[src/rtl/dmem_pkg.sv]
//==============================================================================
// Module   : dmem_pkg
// Purpose  : Shared types and helpers for the data-memory arbiter.
// Revision : 1.0 - initial release
//==============================================================================
`default_nettype none

package dmem_pkg;

    localparam int DMEM_DEPTH_WORDS = 64;

    typedef enum logic [1:0] {
        GNT_NONE = 2'd0,
        GNT_CORE = 2'd1,
        GNT_DMA  = 2'd2
    } grant_e;

    typedef struct packed {
        logic        we;
        logic [31:0] addr;
        logic [31:0] wdata;
    } dmem_req_t;

    // A DMA address is unusable if misaligned or beyond the last word.
    function automatic logic addr_is_bad(input logic [31:0] addr, input int unsigned depth);
        return (addr[1:0] != 2'b00) || ({2'b00, addr[31:2]} >= depth);
    endfunction

endpackage

`default_nettype wire

[src/rtl/dmem_arbiter_if.sv]
//==============================================================================
// Module   : dmem_arbiter_if
// Purpose  : Core, DMA and data-memory signal bundle of the arbiter.
// Revision : 1.0 - initial release
//==============================================================================
`default_nettype none

interface dmem_arbiter_if;

    logic        core_req;
    logic        core_we;
    logic [31:0] core_addr;
    logic [31:0] core_wdata;
    logic [31:0] core_rdata;
    logic        core_stall;

    logic        dma_valid;
    logic        dma_ready;
    logic        dma_we;
    logic [31:0] dma_addr;
    logic [31:0] dma_wdata;
    logic        dma_rvalid;
    logic [31:0] dma_rdata;
    logic        dma_err;

    logic        mem_we;
    logic [31:0] mem_addr;
    logic [31:0] mem_wdata;
    logic [31:0] mem_rdata;

    // Arbiter side.
    modport slave (
        input  core_req, core_we, core_addr, core_wdata,
        output core_rdata, core_stall,
        input  dma_valid, dma_we, dma_addr, dma_wdata,
        output dma_ready, dma_rvalid, dma_rdata, dma_err,
        output mem_we, mem_addr, mem_wdata,
        input  mem_rdata
    );

    // Environment side: requesters plus the memory.
    modport master (
        output core_req, core_we, core_addr, core_wdata,
        input  core_rdata, core_stall,
        output dma_valid, dma_we, dma_addr, dma_wdata,
        input  dma_ready, dma_rvalid, dma_rdata, dma_err,
        input  mem_we, mem_addr, mem_wdata,
        output mem_rdata
    );

endinterface

`default_nettype wire

[src/rtl/dmem_arb_starve_cnt.sv]
//==============================================================================
// Module   : dmem_arb_starve_cnt
// Purpose  : Saturating DMA wait counter; raises o_force once the wait limit
//            is reached while the request is still pending.
// Revision : 1.0 - initial release
//==============================================================================
`default_nettype none

module dmem_arb_starve_cnt #(
    parameter int MAX_WAIT = 4
) (
    input  wire logic clk,
    input  wire logic rst,
    input  wire logic i_valid,
    input  wire logic i_ready,
    output logic      o_force
);

    localparam logic [3:0] c_MAX_WAIT = 4'(MAX_WAIT);

    logic [3:0] r_wait_cnt;

    always_ff @(posedge clk) begin
        if (rst) begin
            r_wait_cnt <= 4'd0;
        end else if (!i_valid || i_ready) begin
            r_wait_cnt <= 4'd0;
        end else if (r_wait_cnt != c_MAX_WAIT) begin
            r_wait_cnt <= r_wait_cnt + 4'd1;
        end
    end

    assign o_force = i_valid && (r_wait_cnt == c_MAX_WAIT);

endmodule

`default_nettype wire

[src/rtl/dmem_arbiter.sv]
//==============================================================================
// Module   : dmem_arbiter
// Purpose  : Shares the single-port data memory between the MEM stage (priority,
//            same-cycle access) and a DMA port (registered response). The
//            starvation guard is built only when DMEM_ARB_STARVE_EN is defined.
// Revision : 1.0 - initial release
//==============================================================================
`default_nettype none

module dmem_arbiter
    import dmem_pkg::*;
#(
    parameter int DEPTH_WORDS = DMEM_DEPTH_WORDS,
    parameter int MAX_WAIT    = 4
) (
    input  wire logic     clk,
    input  wire logic     rst,
    dmem_arbiter_if.slave bus
);

    grant_e      w_grant;
    dmem_req_t   w_mem_req;
    logic        w_bad;
    logic        w_force;
    logic        w_dma_ready;
    logic        w_accept;

    logic        r_rvalid;
    logic [31:0] r_rdata;
    logic        r_err;

    if (MAX_WAIT < 1 || MAX_WAIT > 15) begin : g_max_wait_range
        $error("dmem_arbiter: MAX_WAIT must be in 1..15");
    end

`ifdef DMEM_ARB_STARVE_EN
    dmem_arb_starve_cnt #(
        .MAX_WAIT (MAX_WAIT)
    ) u_starve_cnt (
        .clk     (clk),
        .rst     (rst),
        .i_valid (bus.dma_valid),
        .i_ready (w_dma_ready),
        .o_force (w_force)
    );
`else
    assign w_force = 1'b0;
`endif

    assign w_bad    = addr_is_bad(bus.dma_addr, DEPTH_WORDS);
    assign w_accept = bus.dma_valid && w_dma_ready;

    always_comb begin
        w_grant = GNT_NONE;
        if (!rst) begin
            if (w_force)            w_grant = GNT_DMA;
            else if (bus.core_req)  w_grant = GNT_CORE;
            else if (bus.dma_valid) w_grant = GNT_DMA;
        end
    end

    always_comb begin
        w_mem_req      = '0;
        w_dma_ready    = 1'b0;
        bus.core_stall = 1'b0;
        case (w_grant)
            GNT_CORE: begin
                w_mem_req = '{we: bus.core_we, addr: bus.core_addr, wdata: bus.core_wdata};
            end
            GNT_DMA: begin
                w_mem_req      = '{we: bus.dma_we && !w_bad, addr: bus.dma_addr, wdata: bus.dma_wdata};
                w_dma_ready    = 1'b1;
                bus.core_stall = bus.core_req;
            end
            default: ;
        endcase
    end

    assign bus.mem_we     = w_mem_req.we;
    assign bus.mem_addr   = w_mem_req.addr;
    assign bus.mem_wdata  = w_mem_req.wdata;
    assign bus.core_rdata = bus.mem_rdata;
    assign bus.dma_ready  = w_dma_ready;

    always_ff @(posedge clk) begin
        if (rst) begin
            r_rvalid <= 1'b0;
            r_rdata  <= 32'd0;
            r_err    <= 1'b0;
        end else begin
            r_rvalid <= w_accept;
            if (w_accept) begin
                r_rdata <= (!bus.dma_we && !w_bad) ? bus.mem_rdata : 32'd0;
                r_err   <= w_bad;
            end
        end
    end

    // A reset arriving in the response cycle drops the pending response.
    assign bus.dma_rvalid = r_rvalid && !rst;
    assign bus.dma_rdata  = r_rdata;
    assign bus.dma_err    = r_err;

endmodule

`default_nettype wire

[src/flat_wrapper.sv]
// flat-port wrapper written by rule: the top's interface ports become plain ports
module dmem_arbiter_flat import dmem_pkg::*;
#(
    parameter int DEPTH_WORDS = DMEM_DEPTH_WORDS,
    parameter int MAX_WAIT    = 4
)
  (clk, rst, bus_core_req, bus_core_we, bus_core_addr, bus_core_wdata, bus_core_rdata, bus_core_stall, bus_dma_valid, bus_dma_we, bus_dma_addr, bus_dma_wdata, bus_dma_ready, bus_dma_rvalid, bus_dma_rdata, bus_dma_err, bus_mem_we, bus_mem_addr, bus_mem_wdata, bus_mem_rdata);
  dmem_arbiter_if bus_i ();
  input  wire logic clk;
  input  wire logic rst;
  input wire logic [$bits(bus_i.core_req)-1:0] bus_core_req;
  input wire logic [$bits(bus_i.core_we)-1:0] bus_core_we;
  input wire logic [$bits(bus_i.core_addr)-1:0] bus_core_addr;
  input wire logic [$bits(bus_i.core_wdata)-1:0] bus_core_wdata;
  output wire logic [$bits(bus_i.core_rdata)-1:0] bus_core_rdata;
  output wire logic [$bits(bus_i.core_stall)-1:0] bus_core_stall;
  input wire logic [$bits(bus_i.dma_valid)-1:0] bus_dma_valid;
  input wire logic [$bits(bus_i.dma_we)-1:0] bus_dma_we;
  input wire logic [$bits(bus_i.dma_addr)-1:0] bus_dma_addr;
  input wire logic [$bits(bus_i.dma_wdata)-1:0] bus_dma_wdata;
  output wire logic [$bits(bus_i.dma_ready)-1:0] bus_dma_ready;
  output wire logic [$bits(bus_i.dma_rvalid)-1:0] bus_dma_rvalid;
  output wire logic [$bits(bus_i.dma_rdata)-1:0] bus_dma_rdata;
  output wire logic [$bits(bus_i.dma_err)-1:0] bus_dma_err;
  output wire logic [$bits(bus_i.mem_we)-1:0] bus_mem_we;
  output wire logic [$bits(bus_i.mem_addr)-1:0] bus_mem_addr;
  output wire logic [$bits(bus_i.mem_wdata)-1:0] bus_mem_wdata;
  input wire logic [$bits(bus_i.mem_rdata)-1:0] bus_mem_rdata;
  assign bus_i.core_req = bus_core_req;
  assign bus_i.core_we = bus_core_we;
  assign bus_i.core_addr = bus_core_addr;
  assign bus_i.core_wdata = bus_core_wdata;
  assign bus_core_rdata = bus_i.core_rdata;
  assign bus_core_stall = bus_i.core_stall;
  assign bus_i.dma_valid = bus_dma_valid;
  assign bus_i.dma_we = bus_dma_we;
  assign bus_i.dma_addr = bus_dma_addr;
  assign bus_i.dma_wdata = bus_dma_wdata;
  assign bus_dma_ready = bus_i.dma_ready;
  assign bus_dma_rvalid = bus_i.dma_rvalid;
  assign bus_dma_rdata = bus_i.dma_rdata;
  assign bus_dma_err = bus_i.dma_err;
  assign bus_mem_we = bus_i.mem_we;
  assign bus_mem_addr = bus_i.mem_addr;
  assign bus_mem_wdata = bus_i.mem_wdata;
  assign bus_i.mem_rdata = bus_mem_rdata;
  dmem_arbiter #(.DEPTH_WORDS(DEPTH_WORDS), .MAX_WAIT(MAX_WAIT)) u_core (.clk(clk), .rst(rst), .bus(bus_i));
endmodule
[config.mk]
export PLATFORM = sky130hd
export DESIGN_NAME = dmem_arbiter_flat
export DESIGN_NICKNAME = d
export VERILOG_FILES = /design/src/rtl/dmem_pkg.sv /design/src/rtl/dmem_arbiter_if.sv /design/src/rtl/dmem_arb_starve_cnt.sv /design/src/rtl/dmem_arbiter.sv /design/src/flat_wrapper.sv
export SDC_FILE = /design/constraint.sdc
export NUM_CORES = 1
export LEC_CHECK = 0
export CAP_MARGIN = 10
export CORE_AREA = 4 4 114 116
export CTS_CLUSTER_SIZE = 40
export DETAILED_ROUTE_END_ITERATION = 16
export DIE_AREA = 0 0 118 120
export GPL_TIMING_DRIVEN = 0
export PLACE_DENSITY = 0.64
export SLEW_MARGIN = 10
export SYNTH_ARGS = -nofsm -noshare
export SYNTH_HDL_FRONTEND = slang
export SYNTH_SLANG_ARGS = --single-unit
[constraint.sdc]
create_clock -name clk -period 3.6 [get_ports clk]
set_clock_uncertainty 0.15 [all_clocks]
set_input_delay 0.72 -clock clk [delete_from_list [all_inputs] [get_ports clk]]
set_output_delay 0.72 -clock clk [all_outputs]
set_load 0.1 [all_outputs]
==> impl_metrics.env <==
export IMPL_fp_coreArea_sq_um=11900
export IMPL_critPathLaunchType="input port"
export IMPL_cts_buffers=5
export IMPL_fin_crit_sh_pct=96.0
export IMPL_worst_path_most_repeated_cell="buf_2"
export IMPL_worst_setup_path_end_kind="output port"
export IMPL_cts_hold_fix_buffers=0
export IMPL_cts_root_buffer="clkbuf_16"
export IMPL_cts_tree="yes"
export IMPL_drt_iter0_drc=76
export IMPL_fmax_mhz=289
export IMPL_final_common_cell="clkdlybuf4s50_1"
export IMPL_holdWs_ns=0.325
export IMPL_io_buffer_count=297
export IMPL_slew_headroom_pct=33.6
export IMPL_outcome="finished, final reports clean"
export IMPL_p_switching_mw=0.756
export IMPL_antenna_found_initial=0
export IMPL_min_delay_start="u_core.bus.dma_rdata[17]$_SDFFE_PP0P_"
export IMPL_initial_core_util_pct=17.1
export IMPL_slew_viol_final=0
export IMPL_ys_seq_elements=34
export IMPL_crit_type="input port to output port"
export IMPL_yosysWarnings=0
export IMPL_critPathMaxStageDelay_ns=0.55
export IMPL_p_leak_nw=2.23
export IMPL_placed_area_sq_um=5190
export IMPL_r2r_start="u_core.bus.dma_rdata[8]$_SDFFE_PP0P_"
export IMPL_dieHeight_microns=120
export IMPL_final_cell_mix="230 x clkdlybuf4s50_1, 97 x a22o_1, 76 x buf_4"
export IMPL_min_period_ns=3.45
export IMPL_nNetsFinal=680
export IMPL_crit_family="buffers and inverters"
export IMPL_grt_max_degree=12
export IMPL_drc=0
export IMPL_switching_share_pct=44.4
export IMPL_fin_util_pct=43.6
export IMPL_worst_slew_pin_slew_ns=0.993
export IMPL_vdd_drop_max_uv=145
export IMPL_drt_total_wl_microns=11900
export IMPL_power_frac_comb_pct=52.7
export IMPL_grt_setup_unrepaired="false"
export IMPL_worstPathCellList="clkdlybuf4s50_1 > nor2b_1 > buf_2 > buf_2 > a22o_1 > buf_2"
export IMPL_grt_overflow_total=0
export IMPL_first_pass_iters=4
export IMPL_synth_nets=374
export IMPL_cpMaxStageDelayCell="clkdlybuf4s50_1"
export IMPL_die_area_sq_um=14200
export IMPL_rows=40
export IMPL_clockBufferDepth=2
export IMPL_htree_num_levels=2
export IMPL_worst_endpoint_arrival_ns=2.58
export IMPL_wl_per_cell_microns=18.0
export IMPL_die_x_microns=118
export IMPL_intPower_mw=0.949
export IMPL_synth_area_sq_um=2030
export IMPL_grtUsageTotal_pct=15.8
export IMPL_hold_path_class="flip-flop to flip-flop"
export IMPL_pwr_share_seq_pct=22.2
export IMPL_final_cell_area_sq_um=5190
export IMPL_dp_hpwl_microns=10600
export IMPL_critPathMaxFanout=10
export IMPL_via_per_inst=4.45
export IMPL_power_density_nw_per_um2=328
export IMPL_drive_gt1_share_pct=25.0
export IMPL_ant_nets=0
export IMPL_diodes=0
export IMPL_cts_sinks=34
export IMPL_critPathRequiredTime_ns=2.73
export IMPL_finalSetupViolations=0
export IMPL_grt_pass1_wl_microns=17900
export IMPL_clk_pin_slew_worst_paths_ns=0.05
export IMPL_ys_types=20
export IMPL_crit_start="bus_core_req"
export IMPL_grt_pass1_vias=3187
export IMPL_area_growth_pct=155
export IMPL_vias=2947
export IMPL_insertion_delay_ns=0.27
export IMPL_max_cap_viol_count=0
export IMPL_syn_inst=208
export IMPL_ys_seq_area_share_pct=33.5
export IMPL_hold_viol=0
export IMPL_gp_congestion=0.791
export IMPL_syn_avg_cell_area_sq_um=9.78
export IMPL_io_pin_count=299
export IMPL_power_frac_clock_pct=25.1
export IMPL_path_buf_inv=4
-- cells in the mapped netlist --
cell type	number	area share [%]
buf_2	6	1.5
buf_6	3	1.7
nor2b_1	2	0.62
buf_1	4	0.74
nand3_1	1	0.25
nor2_1	4	0.74
nor3b_1	1	0.37
nand4_1	2	0.62
dfxtp_1	34	33
nor3_4	1	0.80
conb_1	1	0.18
buf_4	33	12
inv_1	1	0.18
nor3b_4	1	0.92
nand2_1	2	0.37
a22o_1	97	42
nor3_1	1	0.25
nor4_1	6	1.8
a21oi_1	1	0.25
clkbuf_1	7	1.3
-- flip-flops by register name, summed over array words and instances, names as in the netlist --
register and count:
u_core.r_rvalid 1, u_core.bus.dma_rdata 32, u_core.bus.dma_err 1
-- power groups by stage --
stage | Combinational [mW] | Clock (mW) | Sequential (mW)
floorplan | 0.571 | 0 | 0.393
global placement | 0.917 | 0 | 0.386
detailed placement | 0.921 | 0 | 0.386
CTS | 0.904 | 0.446 | 0.378
global route | 0.927 | 0.458 | 0.378
finish | 0.900 | 0.428 | 0.378
-- per-layer routing --
metal | share of wire, % | up-vias | track usage [%]
li1 | - | 1409 | -
met1 | 38 | 1345 | 16.6
met2 | 51 | 175 | 29.3
met3 | 7.7 | 18 | 4.85
met4 | 3.7 | 0 | 6.45
met5 | 0 | - | 0
-- cell type report --
type,count,area (sq um)
Clock inverter,2,12.5
Tap cell,147,184
Clock buffer,6,139
Inverter,1,3.75
Timing Repair Buffer,299,2800
Fill cell,1198,6720
Sequential cell,34,681
Multi-Input combinational cell,120,1010
Buffer,53,362
-- metrics by stage --
stage / setup TNS [ns] / worst slack, ns / cells / power [mW]
6_report: 0 / 0.145 / 662 / 1.71
5_1_grt: 0 / 0.00658 / 662 / 1.76
4_1_cts: 0 / 0.0257 / 662 / 1.73
3_5_place_dp: -59.97 / -1.02 / 652 / 1.31
3_3_place_gp: -58.99 / -1.01 / 652 / 1.30
2_1_floorplan: 0 / 0.315 / 208 / 0.964
-- cell families (layout without fill, tap and decap cells) --
logic type,Yosys count,after routing,synth area share [%]
compound gates,98,98,42.0
simple gates,21,21,6.77
other cells,1,1,0.184
buf+inv,54,361,17.5
flops,34,34,33.5
-- path summary, 6_finish.rpt --
kind / to / slack [ns] / cells past startpoint
setup / recovery: bus_mem_addr[19] / 0.15 / 6
hold / removal: u_core.bus.dma_rdata[17]$_SDFFE_PP0P_ / 0.32 / 1
setup reg to reg: u_core.bus.dma_rdata[8]$_SDFFE_PP0P_ / 2.81 / 1
hold reg to reg: u_core.bus.dma_rdata[17]$_SDFFE_PP0P_ / 0.32 / 1
-- what timing repair did --
item	in CTS	in global routing
pin swaps	1	0
endpoints found under the setup margin	67	32
setup buffers	2	0
gates resized for setup	358	13
No activity file was read; power rests on OpenSTA's default activity.
==> RTL edit, RTL diff (same settings) <==
Reset style: asynchronous (`rst`), changed in one clocked block.
--- a/src/rtl/dmem_arbiter.sv
+++ b/src/rtl/dmem_arbiter.sv
@@ -84,3 +84,3 @@
 
-    always_ff @(posedge clk) begin
+    always_ff @(posedge clk or posedge rst) begin
         if (rst) begin
Check against the original RTL: differs if rst is asserted again (counterexample within 4 cycles, from zero or initial values and one cycle with rst high); with rst held inactive, the same outputs for 10 cycles.
==> RTL edit against the original RTL <==
Wire length rose by 4.9%; area after synthesis rose by 10%; sequential cell count unchanged; final area rose by 5.9%; setup slack worse by 0.011 ns; register-to-register slack worse by 0.07 ns; total power increased by 8.1%; maximum frequency fell by 0.32%.
==> RTL edit: results (changes against the original RTL) <==
pwr:
  total_leakage_power_nw: 2.45  # +10%
  vdd_ir_drop_max_mv: 0.178  # +23%
status:
  status: "finished, final reports clean"
worst_hold_path:
  timing.hold.worst_endpoint: "u_core.bus.dma_rdata[0]"
setup_path:
  regToRegEndpoint: "u_core.bus.dma_rdata[11]"
  worst_setup_path_start: "bus_dma_addr[21]"
  crit_fanout: 2  # -8
  rrSetupSlack_ns: 2.74  # -0.07 ns
  critical_path.endpoint: "bus_mem_we"
  timing.rr.start: "u_core.bus.dma_rdata[11]"
logic_synthesis:
  async_flop_share: 1.00  # +1.00
  dominantRegCellSynth: "dfrtp_1"
  ys_seq_area_frac: 0.380  # +0.0449
  synth_commonest_cells: "a22o_1 (96), dfrtp_1 (34), buf_4 (33)"
  synth_cell_type_count: 22  # +10%
global_route:
  globalRouteMet1Util: 0.184  # +0.0184
  number_of_global_route_vias_before_repair: 3204  # +0.53%
  grt_max_degree: 35  # +23
  grt_first_pass_wirelength_um: 18100  # +1.4%
  grtUsageMet2: 0.289  # -0.00359
routing:
  dr.first_iter.drc_count: 135  # +78%
  vias: 2960  # +0.44%
  routed_via_count_divided_by_cell_count: 4.48  # +0.75%
timing:
  timing.hold.ws_ns: 0.354  # +0.0289 ns
  tightest_slew_ns: 1.04  # +0.0444 ns
place:
  place_congestion: 0.885  # +12%
  dpl.hpwl_um: 10800  # +2.2%
layout:
  post_route_cells_drive_above_1_share: 0.255  # +0.00488
  num-nets-final: 678  # -0.29%
clock_tree:
  cts_repair_resize_count: 364  # +1.7%
  post_cts.repair.setup_buffers: 0  # -2
==> RTL edit: cell type report <==
type                    instances  area, um^2
clock buffers                   5         125
flip-flops and latches         34         851
multi-input cells             117        1030
well taps                     147         184
plain buffers                  53         365
repair buffers                297        2860
inverters                       4        17.5
fillers                      1150        6410
clock inverters                 3        68.8
==> RTL edit: kinds of logic (layout without fill, tap and decap cells) <==
kind of cell / after synthesis / count (layout) / share of synthesized area
compound gates: 100 / 100 / 0.396
buf+inv: 57 / 362 / 0.162
flops: 34 / 34 / 0.380
simple gates: 16 / 16 / 0.0603
other cells: 1 / 1 / 0.00167
==> RTL edit: metal layers <==
metal  routed length (um)  vias up
met5                    0        -
met4                  170        0
met3                 1030       12
met2                 6510      153
met1                 4810     1390
li1                     -     1405
==> RTL edit: per-stage QoR <==
| step | utilization | total power [W] | setup TNS, ns | setup slack (ns) | area, um^2 |
|---|---|---|---|---|---|
| after CTS | 0.455 | 0.00185 | 0 | 0.0156 | 5420 |
| final | 0.462 | 0.00184 | 0 | 0.134 | 5500 |
| after global routing | 0.462 | 0.00191 | 0 | 0.00230 | 5500 |
| after detailed placement | 0.453 | 0.00130 | -63.72 | -1.18 | 5400 |
| after global placement | 0.453 | 0.00130 | -61.47 | -1.14 | 5400 |
| after floorplan | - | 0.000964 | 0 | 0.337 | 2240 |
==> RTL edit: report_power, final <==
group	internal [W]	total, W	switching (W)
clock	0.000398	0.000558	0.000161
sequential	0.000383	0.000383	0.000000116
combinational	0.000304	0.000903	0.000599
total	0.00108	0.00184	0.000760
==> RTL edit: critical path, cell delays in order <==
cell and delay [ns]:
clkdlybuf4s50_1 0.46, nor4_1 0.42, nand4_1 0.27, a21oi_1 0.23, a32o_1 0.19, buf_4 0.30
